$ cat config.mk
export PLATFORM = sky130hd
export DESIGN_NAME = motor_sequencer_flat
export DESIGN_NICKNAME = d
export VERILOG_FILES = /design/src/rtl/motor_sequencer_if.sv /design/src/rtl/motor_sequencer.sv /design/src/flat_wrapper.sv
export SDC_FILE = /design/constraint.sdc
export NUM_CORES = 1
export LEC_CHECK = 0
export ABC_AREA = 1
export CAP_MARGIN = 10
export CORE_UTILIZATION = 40
export CTS_CLUSTER_DIAMETER = 30
export CTS_CLUSTER_SIZE = 40
export DETAILED_ROUTE_END_ITERATION = 16
export GPL_ROUTABILITY_DRIVEN = 0
export PLACE_DENSITY = 0.74
export SYNTH_ARGS = -nofsm -noshare
export SYNTH_HDL_FRONTEND = slang
export SYNTH_SLANG_ARGS = --single-unit
$ cat constraint.sdc
create_clock -name CLK -period 1.9 [get_ports CLK]
set_input_delay 0.38 -clock CLK [delete_from_list [all_inputs] [get_ports CLK]]
set_output_delay 0.38 -clock CLK [all_outputs]
set_load 0.01 [all_outputs]
$ cat src/rtl/motor_sequencer_if.sv
// Job request/grant/status bundle between the requesters and motor_sequencer.
interface motor_sequencer_if #(
  parameter int unsigned CNT_W = 16
) ();
  logic [1:0]       REQ;
  logic [1:0]       REQ_DIR;
  logic [CNT_W-1:0] REQ_CNT0;
  logic [CNT_W-1:0] REQ_CNT1;
  logic             ABORT;
  logic [1:0]       GNT;
  logic             BUSY;
  logic             DONE;
  logic             DONE_ID;
  logic             ABORTED;
  logic [CNT_W-1:0] REMAIN;

  modport master (
    output REQ, REQ_DIR, REQ_CNT0, REQ_CNT1, ABORT,
    input  GNT, BUSY, DONE, DONE_ID, ABORTED, REMAIN
  );

  modport slave (
    input  REQ, REQ_DIR, REQ_CNT0, REQ_CNT1, ABORT,
    output GNT, BUSY, DONE, DONE_ID, ABORTED, REMAIN
  );
endinterface

$ cat src/rtl/motor_sequencer.sv
// Two-port round-robin job sequencer driving a toggle-style stepper driver.
// Outputs are registered from the next-state decode so every pulse is glitch-free.
module motor_sequencer #(
  parameter int unsigned PERIOD_CYCLES = 960000,
  parameter int unsigned SETTLE_CYCLES = 1000,
  parameter int unsigned CNT_W         = 16
) (
  input  logic              CLK,
  input  logic              RESET,
  motor_sequencer_if.slave  job,
  output logic              RUN_DIR,
  output logic              MOTOR_ON,
  output logic              MOTOR_DIR
);

  localparam int unsigned TmrMax   = (PERIOD_CYCLES > SETTLE_CYCLES) ? PERIOD_CYCLES
                                                                     : SETTLE_CYCLES;
  localparam int unsigned TmrW     = ($clog2(TmrMax) > 0) ? $clog2(TmrMax) : 1;
  localparam logic [TmrW-1:0] PeriodLast = TmrW'(PERIOD_CYCLES - 1);
  localparam logic [TmrW-1:0] SettleLast = TmrW'(SETTLE_CYCLES - 1);

  typedef enum logic [2:0] {
    StIdle, StGrant, StDirPulse, StSettle, StOnPulse, StRun, StOffPulse, StFinish
  } state_e;

  state_e           state_q, state_d;
  logic [TmrW-1:0]  tmr_q, tmr_d;
  logic [CNT_W-1:0] remain_q, remain_d;
  logic             job_dir_q, job_dir_d;
  logic             job_id_q, job_id_d;
  logic             last_q, last_d;
  logic             abort_q, abort_d;
  logic             dir_sh_q, on_sh_q;
  logic [1:0]       gnt_q;
  logic             busy_q, done_q, done_id_q, aborted_q, mon_q, mdir_q;
  logic             win1;

  // Tie goes to the requester not granted last.
  assign win1 = job.REQ[1] & (~job.REQ[0] | ~last_q);

  always_comb begin
    state_d   = state_q;
    tmr_d     = tmr_q + TmrW'(1);
    remain_d  = remain_q;
    job_dir_d = job_dir_q;
    job_id_d  = job_id_q;
    last_d    = last_q;
    abort_d   = abort_q;
    case (state_q)
      StIdle: begin
        if (|job.REQ) begin
          state_d   = StGrant;
          job_id_d  = win1;
          last_d    = win1;
          job_dir_d = job.REQ_DIR[win1];
          remain_d  = win1 ? job.REQ_CNT1 : job.REQ_CNT0;
          abort_d   = 1'b0;
        end
      end
      StGrant: begin
        if (job.ABORT) begin
          abort_d = 1'b1;
          state_d = StFinish;
        end else if (remain_q == '0) begin
          state_d = StFinish;
        end else if (job_dir_q != dir_sh_q) begin
          state_d = StDirPulse;
        end else begin
          state_d = StOnPulse;
        end
      end
      StDirPulse: begin
        tmr_d = '0;
        if (job.ABORT) begin
          abort_d = 1'b1;
          state_d = StFinish;
        end else begin
          state_d = StSettle;
        end
      end
      StSettle: begin
        if (job.ABORT) begin
          abort_d = 1'b1;
          state_d = StFinish;
        end else if (tmr_q == SettleLast) begin
          state_d = StOnPulse;
        end
      end
      StOnPulse: begin
        // An abort here is remembered and acted on from RUN, keeping a low cycle
        // between the ON and OFF toggles so the driver sees two distinct pulses.
        tmr_d   = '0;
        state_d = StRun;
        if (job.ABORT) abort_d = 1'b1;
      end
      StRun: begin
        if (job.ABORT || abort_q) begin
          abort_d = 1'b1;
          state_d = StOffPulse;
        end else if (tmr_q == PeriodLast) begin
          tmr_d    = '0;
          remain_d = remain_q - CNT_W'(1);
          if (remain_q == CNT_W'(1)) state_d = StOffPulse;
        end
      end
      StOffPulse: state_d = StFinish;
      StFinish:   state_d = StIdle;
      default:    state_d = StIdle;
    endcase
  end

  always_ff @(posedge CLK or posedge RESET) begin
    if (RESET) begin
      state_q   <= StIdle;
      tmr_q     <= '0;
      remain_q  <= '0;
      job_dir_q <= 1'b0;
      job_id_q  <= 1'b0;
      last_q    <= 1'b1;
      abort_q   <= 1'b0;
      dir_sh_q  <= 1'b0;
      on_sh_q   <= 1'b0;
      gnt_q     <= 2'b00;
      busy_q    <= 1'b0;
      done_q    <= 1'b0;
      done_id_q <= 1'b0;
      aborted_q <= 1'b0;
      mon_q     <= 1'b0;
      mdir_q    <= 1'b0;
    end else begin
      state_q   <= state_d;
      tmr_q     <= tmr_d;
      remain_q  <= remain_d;
      job_dir_q <= job_dir_d;
      job_id_q  <= job_id_d;
      last_q    <= last_d;
      abort_q   <= abort_d;
      gnt_q     <= (state_d == StGrant) ? (job_id_d ? 2'b10 : 2'b01) : 2'b00;
      busy_q    <= (state_d != StIdle);
      done_q    <= (state_d == StFinish);
      mon_q     <= (state_d == StOnPulse) || (state_d == StOffPulse);
      mdir_q    <= (state_d == StDirPulse);
      if (state_d == StFinish) begin
        done_id_q <= job_id_d;
        aborted_q <= abort_d;
      end
      if (state_d == StDirPulse) dir_sh_q <= ~dir_sh_q;
      if (state_d == StOnPulse) on_sh_q <= 1'b1;
      else if (state_d == StOffPulse) on_sh_q <= 1'b0;
    end
  end

  assign job.GNT     = gnt_q;
  assign job.BUSY    = busy_q;
  assign job.DONE    = done_q;
  assign job.DONE_ID = done_id_q;
  assign job.ABORTED = aborted_q;
  assign job.REMAIN  = remain_q;
  assign RUN_DIR     = dir_sh_q;
  assign MOTOR_ON    = mon_q;
  assign MOTOR_DIR   = mdir_q;

  a_dir_only_when_off: assert property (@(posedge CLK) disable iff (RESET)
    MOTOR_DIR |-> !on_sh_q);
  a_pulses_exclusive: assert property (@(posedge CLK) disable iff (RESET)
    !(MOTOR_ON && MOTOR_DIR));
  a_on_single_cycle: assert property (@(posedge CLK) disable iff (RESET)
    MOTOR_ON |=> !MOTOR_ON);

endmodule

$ cat src/flat_wrapper.sv
// flat-port wrapper written by rule: the top's interface ports become plain ports
module motor_sequencer_flat 
#(
  parameter int unsigned PERIOD_CYCLES = 960000,
  parameter int unsigned SETTLE_CYCLES = 1000,
  parameter int unsigned CNT_W         = 16
)
  (CLK, RESET, RUN_DIR, MOTOR_ON, MOTOR_DIR, job_REQ, job_REQ_DIR, job_REQ_CNT0, job_REQ_CNT1, job_ABORT, job_GNT, job_BUSY, job_DONE, job_DONE_ID, job_ABORTED, job_REMAIN);
  motor_sequencer_if #(.CNT_W(CNT_W)) job_i ();
  input  logic CLK;
  input  logic RESET;
  output logic RUN_DIR;
  output logic MOTOR_ON;
  output logic MOTOR_DIR;
  input wire logic [$bits(job_i.REQ)-1:0] job_REQ;
  input wire logic [$bits(job_i.REQ_DIR)-1:0] job_REQ_DIR;
  input wire logic [$bits(job_i.REQ_CNT0)-1:0] job_REQ_CNT0;
  input wire logic [$bits(job_i.REQ_CNT1)-1:0] job_REQ_CNT1;
  input wire logic [$bits(job_i.ABORT)-1:0] job_ABORT;
  output wire logic [$bits(job_i.GNT)-1:0] job_GNT;
  output wire logic [$bits(job_i.BUSY)-1:0] job_BUSY;
  output wire logic [$bits(job_i.DONE)-1:0] job_DONE;
  output wire logic [$bits(job_i.DONE_ID)-1:0] job_DONE_ID;
  output wire logic [$bits(job_i.ABORTED)-1:0] job_ABORTED;
  output wire logic [$bits(job_i.REMAIN)-1:0] job_REMAIN;
  assign job_i.REQ = job_REQ;
  assign job_i.REQ_DIR = job_REQ_DIR;
  assign job_i.REQ_CNT0 = job_REQ_CNT0;
  assign job_i.REQ_CNT1 = job_REQ_CNT1;
  assign job_i.ABORT = job_ABORT;
  assign job_GNT = job_i.GNT;
  assign job_BUSY = job_i.BUSY;
  assign job_DONE = job_i.DONE;
  assign job_DONE_ID = job_i.DONE_ID;
  assign job_ABORTED = job_i.ABORTED;
  assign job_REMAIN = job_i.REMAIN;
  motor_sequencer #(.PERIOD_CYCLES(PERIOD_CYCLES), .SETTLE_CYCLES(SETTLE_CYCLES), .CNT_W(CNT_W)) u_core (.CLK(CLK), .RESET(RESET), .job(job_i), .RUN_DIR(RUN_DIR), .MOTOR_ON(MOTOR_ON), .MOTOR_DIR(MOTOR_DIR));
endmodule
# --- Word level (Yosys, flattened, before mapping) ---
# Index checks and enable logic that the tools add are counted.
word_totals:
  register_bits: 52
  in_bits: 39
  out_inout_bits: 25
classes:
  n_addsub: 2
  n_lt_le_gt_ge: 1
  n_eq_ne: 19
  n_mux: 29
  bitwise: 5
  n_reduce_logical: 11
op_table:
  columns: ["cell", "count"]
  rows:
  - ["$mux 16", 4]
  - ["$mux 20", 2]
  - ["$pmux 20 s2", 1]
  - ["$pmux 16 s2", 1]
  - ["$mux 3", 10]
  - ["$pmux 3 s8", 1]
  - ["$eq 3x3->1 const B", 7]
  - ["$add 20x1->20 const B", 1]
  - ["$eq 20x10->1 const B", 1]
  - ["$eq 20x20->1 const B", 1]
  - ["$eq 16x1->1 const B", 1]
  - ["$logic_not 16->1", 1]
  - ["$sub 16x1->16 const B", 1]
  - ["$eq 3x2->1 const B", 3]
  - ["$mux 1", 7]
  - ["$eq 3x1->1 const B", 2]
  - ["$mux 2", 2]
  - ["$ne 2x1->1 const B", 2]
  - ["$reduce_and 4->1", 1]
  - ["$reduce_or 2->1", 2]
  - ["$reduce_or 4->1", 1]
  - ["$logic_not 3->1", 1]
  - ["$not 1->1", 3]
  - ["$pmux 1 s3", 1]
  - ["other kinds (9)", 10]

# --- Depth between registers and ports, before layout ---
# Gate-level depths: netlist of run 1.
depth:
  word_depth: 7
  mapped_depth: 13
  ltp_nobuf: 13

# --- Least setup slack after synthesis of run 1 ---
# OpenSTA, ideal clock, no wires.
synth_path:
  path_type: "flip-flop to flip-flop"
  startpoint: "register u_core.remain_q[0], in the netlist u_core.job.REMAIN[0]"
  endpoint: "register u_core.remain_q[14], in the netlist u_core.job.REMAIN[14]"
  arrival_time_ns: 1.522
  path_slack_ns: 0.291
  path_stages_with_launch: 11
  n_path_buf: 0
  period_less_slack_ns: 1.609
  path_cell_list: "dfrtp_1 inv_1 ha_1 nand2_1 nor2_2 nand2_1 nor2_1 nand3_1 a21oi_1 o21ai_1 a22oi_1"
synth_between:
  elab_chain_cells: 4
synth_rtl:
  columns: ["item", "line", "text"]
  rows:
  - ["from (decl)", "motor_sequencer.sv:28", "logic [CNT_W-1:0] remain_q, remain_d;"]
  - ["from (signal assigned)", "motor_sequencer.sv:133", "remain_q <= remain_d;"]
  - ["$sub 16x1->16", "motor_sequencer.sv:102", "remain_d = remain_q - CNT_W'(1);"]
  - ["$mux 16", "motor_sequencer.sv:100", "end else if (tmr_q == PeriodLast) begin"]
  - ["$mux 16", "motor_sequencer.sv:97", "if (job.ABORT || abort_q) begin"]
  - ["$pmux 16 s2", "motor_sequencer.sv:49", "case (state_q)"]
# Every way passes these cells. The select of a mux whose other input is x is not followed.
# A chain may end at the register's enable or synchronous reset.

# --- Worst setup path after layout of run 1 ---
layout_path:
  startpoint: "register u_core.tmr_q[0]"
  endpoint: "register u_core.dir_sh_q, in the netlist u_core.RUN_DIR"
layout_between:
  elab_chain_cells: 5
layout_rtl:
  columns: ["item", "line", "text"]
  rows:
  - ["from (decl)", "motor_sequencer.sv:27", "logic [TmrW-1:0] tmr_q, tmr_d;"]
  - ["from (signal assigned)", "motor_sequencer.sv:132", "tmr_q <= tmr_d;"]
  - ["$eq 20x20->1 / $eq 20x10->1 (equally long branches)", "motor_sequencer.sv:100, motor_sequencer.sv:85", null]
  - ["$mux 3, on equally long branches", "motor_sequencer.sv:100, motor_sequencer.sv:85", null]
  - ["$mux 3, on equally long branches", "motor_sequencer.sv:97, motor_sequencer.sv:82", null]
  - ["$pmux 3 s8 (*)", "motor_sequencer.sv:49", null]
  - ["named net u_core.state_d[1]", "motor_sequencer.sv:26", "state_e state_q, state_d;"]
  - ["$eq 3x2->1 (*)", "motor_sequencer.sv:147", "if (state_d == StDirPulse) dir_sh_q <= ~dir_sh_q;"]
  - ["to (signal assigned)", "motor_sequencer.sv:147", null]
  - ["to (decl)", "motor_sequencer.sv:33", "logic dir_sh_q, on_sh_q;"]
# The timed path passes the listed nets; every way through them passes the cells marked *.

==> results of run 1 <==
==> cells by family after synthesis <==
| group | Yosys count | share of synthesized area (%) |
|---|---|---|
| buffers and inverters | 66 | 8.61 |
| DFF | 52 | 40.9 |
| and+or+nand+nor | 224 | 31.2 |
| xor gates and xnor gates | 7 | 1.93 |
| adders and majority gates | 4 | 1.57 |
| AOI/OAI and AO/OA | 87 | 15.8 |
==> synthesized netlist by cell type, drive strengths merged, types with 5 or more instances <==
| cell type | instances | area, sq um |
|---|---|---|
| nand3 | 22 | 115 |
| nand4 | 5 | 31.3 |
| a21oi | 23 | 126 |
| inv | 58 | 220 |
| nor3 | 13 | 81.3 |
| nor2 | 84 | 362 |
| dfrtp | 51 | 1280 |
| o22ai | 5 | 31.3 |
| buf | 7 | 50.1 |
| o21ai | 46 | 234 |
| nand2 | 98 | 393 |
==> through the flow <==
| step | hold slack (ps) | cells | worst slack [ps] | area [sq um] | util, % |
|---|---|---|---|---|---|
| final | 290 | 622 | 65.7 | 4250 | 55.0 |
| after global routing | 303 | 622 | -76.0 | 4250 | 55.0 |
| after CTS | 293 | 618 | 19.9 | 4130 | 53.5 |
| after detailed placement | 468 | 610 | -47.6 | 4040 | 52.2 |
| after global placement | 451 | 610 | 27.8 | 4040 | 52.2 |
| after floorplan | 431 | 440 | 264 | 3180 | - |
==> power breakdown <==
part	internal [W]	leakage [nW]	switching, W
Clock	0.000269	0.0423	0.000415
Combinational	0.00145	1.18	0.00194
Sequential	0.00149	0.657	0.000383
Total	0.00321	1.88	0.00274
==> state kept, by name (all words and copies together), names as in the netlist, 2 cells and up <==
signal,count
u_core.job.GNT,2
u_core.job.REMAIN,16
u_core.state_q,3
u_core.tmr_q,20
==> per-layer routing <==
| metal | up-vias | GRT usage, % |
|---|---|---|
| li1 | 1575 | - |
| met1 | 1453 | 25.6 |
| met2 | 84 | 33.8 |
| met3 | 12 | 3.60 |
| met4 | 0 | 5.69 |
| met5 | - | 0 |
==> repair_timing <==
action,in CTS,in global routing
resized for setup,1,26
pin swaps,1,11
buffers inserted,0,4
setup endpoints to repair,1,20
==> final timing paths <==
check / endpoint / from
max: u_core.RUN_DIR / u_core.tmr_q[0]
max reg2reg: u_core.RUN_DIR / u_core.tmr_q[0]
max in group asynchronous: u_core.last_q / RESET
min reg2reg: u_core.last_q / u_core.last_q
min: u_core.tmr_q[16] / RESET
min in group CLK: u_core.last_q / u_core.last_q
==> area by class of cell <==
cell class	instances	area, sq um	share of cell area [%]
Clock buffer	5	68.8	1.62
Timing Repair Buffer	80	808	19.0
Inverter	58	223	5.24
Clock inverter	3	26.3	0.618
Multi-Input combinational cell	322	1690	39.8
Sequential cell	52	1310	30.7
Tap cell	102	128	3.00
==> worst reg2reg max path, cell delays in order, from the launching register on <==
cell and delay, ps:
dfrtp_1 400, ha_2 220, nand2_4 70, inv_2 70
nand2_2 60, nor2_2 120, nand3_2 130, nor2_1 140
nor2_1 70, nor2_2 180, nand2_2 110, nand3_1 110
nand2_1 50, nand2_1 60
==> impl_results.md, run 1 <==
- Met2 wire len: ~4000 um
- PwrDens: ~1400 mW/mm^2
- Worst R2R Path Depth: 13
- Largest delay share family, worst path: simple AND/OR/NAND/NOR gates
- Startpoint types: flip-flop
- First-pass GRT wire length: 13400 um
- Vias in the first global route: between 2000 and 3000
- Slowest stage cell, crit path: dfrtp_1
- Slew Limit Fails: 0
- CTS Hold Bufs: 0
- Reg clk slew, reported paths: about 100 ps
- Achievable Freq: roughly 550 MHz
- Final Hold Viols: 0
- Worst skew pair latency: approximately 320 ps
- Slew HR: between 70 and 80%
- Top Layer Used: met4
- Cell variety after synth: 40
- Layout area overhead: 33.6%
- Via count: between 3000 and 4000
- Setup TNS: 0 ps
- CTS tree: built
- Most frequent cells in the layout: 84 x nand2_1, 70 x nor2_1, 63 x clkdlybuf4s50_1, 49 x dfrtp_1, 45 x inv_1
- Syn_area_per_cell: 7.24 sq um
- Status: complete, no violations
- Fillcell total: 687
- Port buffer count: 63
- Part of the cycle the worst path needs: 96.5%
- Global route total overflow: 0
- DIE AREA: 0.00832 sq mm
- Crit-path cells: ha_2 > nand2_4 > inv_2 > nand2_2 > nor2_2 > nand3_2 > nor2_1 > nor2_1 > nor2_2 > nand2_2 > nand3_1 > nand2_1 > nand2_1
- R2r setup slk: 70 ps
- Root Buffer: clkbuf_8
- Yosys warns: 0
- Crit Path Max Fanout: 4
- CP Data Required Time: about 2200 ps
- Fraction of layout instances using a drive strength above 1: between 10% and 20%
- Nets: between 500 and 600
- Clk sink count: 52
- DRC Markers: 0
- Drt first pass iters: 4
- Post-synthesis register bit count: between 50 and 60
- Final WL: 7950 um
- Clock Path Buffers: 2
- Row count: 32
- Wl on met1: between 3000 and 4000 um
- LEAKAGE: roughly 1.9 nW
- Hold Crit Class: in -> async
- Max_cap viols: 0
- CTS buffer count: 5
- Mapped Area: ~0.0032 sq mm
- Per-cell routed wire length: 12.8 um
- Total power: between 0.005 and 0.006 W
- H-tree depth: 2
- Main synth FF type: dfrtp_1
- Initial Util: about two fifths
- Sequential fraction of the synthesis area: 40.9%
- Max IR drop VDD: roughly 0.67 mV
- Die Height: 91.2 um
- Largest net degree at the start of global routing: 45
- Initial detailed-routing violation count: 173
- Drt via density: around 5.0
- Routed wl met3: ~320 um
- Cells after Synth: 440
- Final-report setup violation count: 0
- Worst Skew: 10.4 ps
- Die X: ~91 um
- Antenna violations before repair: 0
- Crit Path Category: reg -> reg
- Core area: 0.00773 sq mm
- Routed Antenna Nets: 0
- Inserted Diodes: 0
- Most common cell after layout, fill and taps aside: nand2_1
- CP peak stage delay: 400 ps
- Syn Nets: roughly 480
- RSZ-0062 raised after global routing: true
- Post-DP HPWL: between 5000 and 6000 um
- CP Capture Type: flip-flop
- Buffers and inverters on the worst path: 1
- Critical Path Stages: 13
- GRT Resource Usage Total: between 10% and 20%
- Period minus WS final: 1830 ps
- Post-synth EDFFs: 0
- Ports: 64
- Least-Margin Pin Slew: approximately 380 ps
- Worst EP arrival: between 2000 and 2500 ps
- Ys async rst share: between 90% and 100%
No activity file was read; power rests on OpenSTA's default activity.
==> run 2: changes to the inputs <==
- CELL_PAD_IN_SITES_DETAIL_PLACEMENT: not set -> 1
- CELL_PAD_IN_SITES_GLOBAL_PLACEMENT: not set -> 1
- CORE_UTILIZATION: 40 -> 38
- CTS_BUF_LIST: not set -> sky130_fd_sc_hd__clkbuf_4
- CTS_CLUSTER_DIAMETER: 30 -> 80
- PLACE_DENSITY: 0.74 -> 0.91
==> run 2 against run 1 <==
  * Via count rose by 8.2%
  * First-iteration DRC count shrank 40%
  * Highest routed layer unchanged
  * Clock power shrank 4.8%
  * Fmax shrank 4.2%
  * The flow now finishes with violations (setup timing)
  * Critical path type unchanged
  * Critical path depth down 1
  * Total power is 14% higher
  * Routed wire length up 35%
  * Clock skew rose by 13 ps
  * Clock-buffer cell count rose by 1
  * Global-route usage up 4.2 points
==> impl_results.md, run 2 (synthesis results as in run 1) <==
- Status: finished with violations
- Failing checks: setup timing
- First-pass GRT wire length: 16500 um (+23%)
- Largest net degree at the start of global routing: 28 (-38%)
- Reg clk slew, reported paths: 160 ps (+60 ps)
- Via count: 3380 (+8.2%)
- DRC Markers: 0 (unchanged)
- Routed Antenna Nets: 0 (unchanged)
- Clock Path Buffers: 2 (unchanged)
- Design Area, Final: 0.00452 sq mm (+6.3%)
- Crit Path Category: reg -> reg
- GRT Resource Usage Total: 23.9% (+4.2 points)
- Most frequent cells in the layout: 82 x nand2_1, 63 x nor2_1, 62 x clkdlybuf4s50_1, 50 x dfrtp_1, 44 x inv_1
- Biggest register: u_core.tmr_q
- Worst skew pair latency: 380 ps (+60 ps)
- Max_cap viols: 0 (unchanged)
- Row count: 33 (+3.1%)
- Drt first pass iters: 4 (unchanged)
- Hold Crit Class: in -> async
- H-tree depth: 2 (unchanged)
- Worst R2R Path Depth: 12 (-1)
- Nets: 584 (+3.9%)
- CTS tree: built
- CTS buffer count: 5 (unchanged)
- Final WL: 10800 um (+35%)
- Clk sink count: 52 (unchanged)
- Number of cells after detailed placement: 619 (+1.5%)
- Max IR drop VDD: 0.676 mV (+1.2%)
- Part of the cycle the worst path needs: 101% (+4.2 points)
- Post-DP HPWL: 7570 um (+31%)
- Initial Util: 39.0% (-2.3 points)
- Core area: 0.00818 sq mm (+5.8%)
- Drt via density: 5.22 (+4.0%)
- CP Capture Type: flip-flop
- Worst R2R Start: u_core.tmr_q[0]
- Layout area overhead: 42.0%
- Startpoint types: flip-flop
- Vias in the first global route: 3441 (+16%)
- Worst Skew: 23.1 ps (+12.7 ps)
- Port buffer count: 63 (unchanged)
- Final Hold Viols: 0 (unchanged)
- Hold slack: 315 ps (+25.6 ps)
- Cell Count, Final, Fillers Out: 647 (+4.0%)
- RSZ-0062 raised after global routing: true
- Inserted Diodes: 0 (unchanged)
- Post-Place Setup Slack: -190 ps (-142 ps)
- PwrDens: 1500 mW/mm^2 (+6.9%)
- Least-Margin Pin Slew: 532 ps (+149 ps)
- Die Height: 93.5 um (+2.5%)
- Period minus WS final: 1910 ps (+79.9 ps)
- Most common cell after layout, fill and taps aside: nand2_1
- CTS Hold Bufs: 0 (unchanged)
- Ports: 64 (unchanged)
- Slew Limit Fails: 0 (unchanged)
- Final-report setup violation count: 1 (+1)
- CP Data Required Time: 2160 ps (about the same)
- Global route total overflow: 0 (unchanged)
- Achievable Freq: 522 MHz (-4.2%)
- DIE AREA: 0.00875 sq mm (+5.1%)
- Antenna violations before repair: 0 (unchanged)
- R2r setup slk: -10 ps (-80 ps)
- Dpl cell area: 0.00405 sq mm (+0.28%)
- Slack of the critical path: -14.1 ps (-79.9 ps)
- Die X: 93.5 um (+2.5%)
- Root Buffer: clkbuf_4
- Initial detailed-routing violation count: 103 (-40%)
- Slew HR: 64.2% (-10 points)
- Reg2reg end: u_core.job.ABORTED
- LEAKAGE: 2.04 nW (+8.2%)
- Fraction of layout instances using a drive strength above 1: 23.6% (+7.7 points)
- Worst EP arrival: 2180 ps (+80 ps)
- Crit Path Max Fanout: 6 (+2)
- Number of flip-flops in the largest register: 20 (unchanged)
- Per-cell routed wire length: 16.6 um (+30%)
run 2: how the worst max path moves through the flow:
stage / start / end / slack, ps / cells past startpoint
3_5_place_dp: job_ABORT / u_core.job.REMAIN[15] / -190 / 10
2_1_floorplan: RESET / u_core.MOTOR_DIR / 260 / 1
6_report: u_core.tmr_q[0] / u_core.job.ABORTED / -10 / 12
4_1_cts: u_core.tmr_q[0] / u_core.job.ABORTED / -10 / 12
3_3_place_gp: job_ABORT / u_core.job.REMAIN[15] / -50 / 10
5_1_grt: u_core.tmr_q[8] / u_core.RUN_DIR / -200 / 11
run 2: layout make-up:
cell class | instances | area [sq um]
fillers | 1002 | 3650
inverters | 58 | 238
clock inverters | 2 | 35.0
flip-flops and latches | 52 | 1300
well taps | 105 | 131
repair buffers | 102 | 966
multi-input cells | 322 | 1800
clock buffers | 6 | 45.0
run 2: critical path, cell delays in order (launching register included):
cell and delay [ps]:
dfrtp_1 400, ha_2 190, nand2_2 70, inv_1 90, nand2_1 60, nor2_1 110, nand3_1 140, a21oi_1 260
nor2_4 100, inv_2 100, nand2_4 60, o21bai_1 140, nand2_1 90
run 2: report_power, final:
group          switching (W)  total (W)  internal, W  leakage, nW
Clock               0.000360   0.000651     0.000291       0.0456
Sequential          0.000401    0.00189      0.00149        0.657
Combinational        0.00243    0.00423      0.00180         1.34
run 2: repair_timing:
action / CTS / global route
setup endpoints to repair: 12 / 35
pin swaps: 9 / 22
gates cloned: 0 / 1
gates resized for setup: 7 / 69
setup buffers: 7 / 12
run 2: routing by layer:
| layer | GRT usage [%] | routed length [um] | vias up |
|---|---|---|---|
| met5 | 0 | 0 | - |
| met4 | 6.67 | 227 | 0 |
| met3 | 3.25 | 345 | 22 |
| met2 | 44.2 | 5670 | 78 |
| met1 | 28.8 | 4520 | 1661 |
| li1 | - | - | 1619 |
run 2: stage by stage:
step | utilization (%) | power [W] | TNS, ps
after floorplan | - | 0.00389 | 0
after global placement | 49.5 | 0.00500 | -171
after detailed placement | 49.5 | 0.00523 | -2520
after CTS | 51.3 | 0.00607 | -10.1
after global routing | 55.3 | 0.00724 | -1710
final | 55.3 | 0.00677 | -14.1
==> run 3: changes to the inputs <==
- MAX_ROUTING_LAYER: not set -> met4
==> run 3 against run 2 <==
  * The flow still finishes with violations (setup timing)
  * Routed wire length up 14%
  * Final cell count up 1.2%
  * Clock skew down 4.7 ps
  * Total power up 5.7%
  * Worst hold slack worse by 23 ps
  * Final area up 2.0%
  * Largest cell class unchanged
==> impl_results.md, run 3 (synthesis results as in run 1) <==
- Status: finished with violations
- Failing checks: setup timing
- DIE AREA: 0.00875 sq mm (unchanged)
- Switching part of the total: 48.5% (+1.4 points)
- Die Height: 93.5 um (unchanged)
- Register area: 0.00131 sq mm (about the same)
- Most frequent cells in the layout: 77 x nand2_1, 65 x nor2_1, 62 x clkdlybuf4s50_1, 49 x dfrtp_1, 43 x inv_1
- Global route total overflow: 0 (unchanged)
- Number of flip-flops in the largest register: 20 (unchanged)
- Nets: 591 (+1.2%)
- Slowest stage cell, crit path: dfrtp_1
- Layout area overhead: 44.9%
- PwrDens: 1550 mW/mm^2 (+3.6%)
- Port buffer count: 63 (unchanged)
- Crit Path Category: reg -> reg
- Max IR drop VDD: 0.687 mV (+1.7%)
- Worst skew pair latency: 390 ps (about the same)
- Fraction of layout instances using a drive strength above 1: 25.3% (+1.7 points)
- Via count: 3590 (+6.2%)
- LEAKAGE: 2.10 nW (+3.0%)
- Most frequent CP cell: nand2_1
- Power share of the clock group: 9.3% (-0.3 points)
- Internal Power: 0.00368 W (+2.8%)
- Period minus WS final: 1930 ps (+12.9 ps)
- Initial Util: 39.0% (unchanged)
- Ports: 64 (unchanged)
- Post-DP HPWL: 7570 um (unchanged)
- CTS tree: built
- Fillcell total: 997 (-0.50%)
- Number of cells after detailed placement: 619 (unchanged)
- Root Buffer: clkbuf_4
- Least-Margin Pin Slew: 553 ps (+21.1 ps)
- Area of the multi-input gates: 0.00181 sq mm (+0.21%)
- Achievable Freq: 519 MHz (-0.67%)
- Final WL: 12300 um (+14%)
- Final-report setup violation count: 8 (+7)
- Buffers and inverters on the worst path: 1 (-1)
- Slew HR: 62.8% (-1.4 points)
- Final Hold Viols: 0 (unchanged)
- H-tree depth: 2 (unchanged)
- Worst Skew: 18.4 ps (-4.67 ps)
- Largest net degree at the start of global routing: 28 (unchanged)
- Hold Crit Class: in -> async
- CP Data Required Time: 2170 ps (about the same)
- Largest delay share family, worst path: simple AND/OR/NAND/NOR gates
- GRT Resource Usage Total: 24.6% (+0.68 points)
- Die X: 93.5 um (unchanged)
- First-pass GRT wire length: 16500 um (+0.13%)
- Core area: 0.00818 sq mm (unchanged)
- Biggest register: u_core.tmr_q
- Slew Limit Fails: 0 (unchanged)
- DRC Markers: 0 (unchanged)
- CP peak stage delay: 460 ps (+60 ps)
- Max_cap viols: 0 (unchanged)
- Antenna violations before repair: 1 (+1)
- Crit-path cells: nor2_2 > nand2_2 > nor2_2 > nand2_1 > nand2_1 > nand2_1 > nand2_1 > nor2_4 > inv_2 > nand2_4 > o21bai_1 > nand2_1
- Worst EP arrival: 2200 ps (+20 ps)
- Slack of the critical path: -27.0 ps (-12.9 ps)
- Startpoint types: flip-flop
- Vias in the first global route: 3443 (+0.058%)
- Cell Count, Final, Fillers Out: 655 (+1.2%)
- Row count: 33 (unchanged)
- Most common cell after layout, fill and taps aside: nand2_1
- Clock Path Buffers: 2 (unchanged)
- Clk sink count: 52 (unchanged)
- Part of the power in registers: 26.7% (-1.2 points)
- Drt first pass iters: 4 (unchanged)
- Initial detailed-routing violation count: 105 (+1.9%)
- RSZ-0062 raised after global routing: true
- Routed Antenna Nets: 0 (unchanged)
- Net Switching: 0.00347 W (+8.9%)
- Gate power share: 64.1% (+1.6 points)
- Drt via density: 5.48 (+4.9%)
- Per-cell routed wire length: 18.8 um (+13%)
- CP Capture Type: flip-flop
- Crit Path Max Fanout: 6 (unchanged)
- Reg clk slew, reported paths: 160 ps (about the same)
- CTS buffer count: 5 (unchanged)
- Post-Place Setup Slack: -190 ps (unchanged)
- Part of the cycle the worst path needs: 101% (+0.68 points)
==> run 3: power groups by stage <==
| stage | Clock (W) | Combinational (W) | Sequential, W |
|---|---|---|---|
| detailed placement | 0 | 0.00336 | 0.00187 |
| global route | 0.000716 | 0.00493 | 0.00194 |
| finish | 0.000663 | 0.00458 | 0.00191 |
| CTS | 0.000659 | 0.00356 | 0.00185 |
| global placement | 0 | 0.00315 | 0.00184 |
| floorplan | 0 | 0.00200 | 0.00189 |
==> run 3: layout make-up <==
cell class / count / share of cell area [%]
Clock inverter: 2 / 0.759
Tap cell: 105 / 2.85
Multi-Input combinational cell: 322 / 39.2
Sequential cell: 52 / 28.3
Inverter: 58 / 5.15
Antenna cell: 1 / 0.0542
Clock buffer: 6 / 0.976
Timing Repair inverter: 3 / 0.895
Timing Repair Buffer: 106 / 21.9
==> run 3: through the flow <==
step / power (W) / hold WS (ps) / util (%) / cell area (sq um) / setup TNS (ps)
global route: 0.00759 / 321 / 56.4 / 4610 / -2320
CTS: 0.00607 / 325 / 51.3 / 4200 / -10.1
detailed placement: 0.00523 / 466 / 49.5 / 4050 / -2520
finish: 0.00715 / 293 / 56.4 / 4610 / -104
floorplan: 0.00389 / 431 / - / 3180 / 0
global placement: 0.00500 / 450 / 49.5 / 4050 / -171
==> run 3: path summary, 6_finish.rpt <==
kind,endpoint,cells after the start,slack [ps],start
worst min register to register,u_core.last_q,2,500,u_core.last_q
worst min-delay path,u_core.job.REMAIN[6],2,290,RESET
min in group CLK,u_core.last_q,2,500,u_core.last_q
worst max-delay path,u_core.job.ABORTED,12,-30,u_core.job.REMAIN[10]
max in group asynchronous,u_core.job.REMAIN[4],3,1080,RESET
worst max register to register,u_core.job.ABORTED,12,-30,u_core.job.REMAIN[10]
==> run 3: metal layers <==
metal  track usage, %  part of all wire, %  vias to the layer above
li1                 -                    -                     1638
met1             28.8                   39                     1807
met2             44.4                   54                      112
met3             3.25                  3.9                       33
met4             6.67                  3.0                        0
met5                -                    0                        -
==> run 3: repair_timing <==
item                       in CTS  in global routing
gates cloned                    0                  3
setup endpoints to repair      12                 35
resized for setup               7                 69
hold buffers                    0                  0
setup buffers                   7                 17
pin swaps                       9                 23
==> run 3: worst register-to-register path: stages (launching register included) <==
cell	delay [ps]
dfrtp_1	460
nor2_2	180
nand2_2	110
nor2_2	160
nand2_1	120
nand2_1	100
nand2_1	80
nand2_1	120
nor2_4	80
inv_2	100
nand2_4	60
o21bai_1	140
nand2_1	100
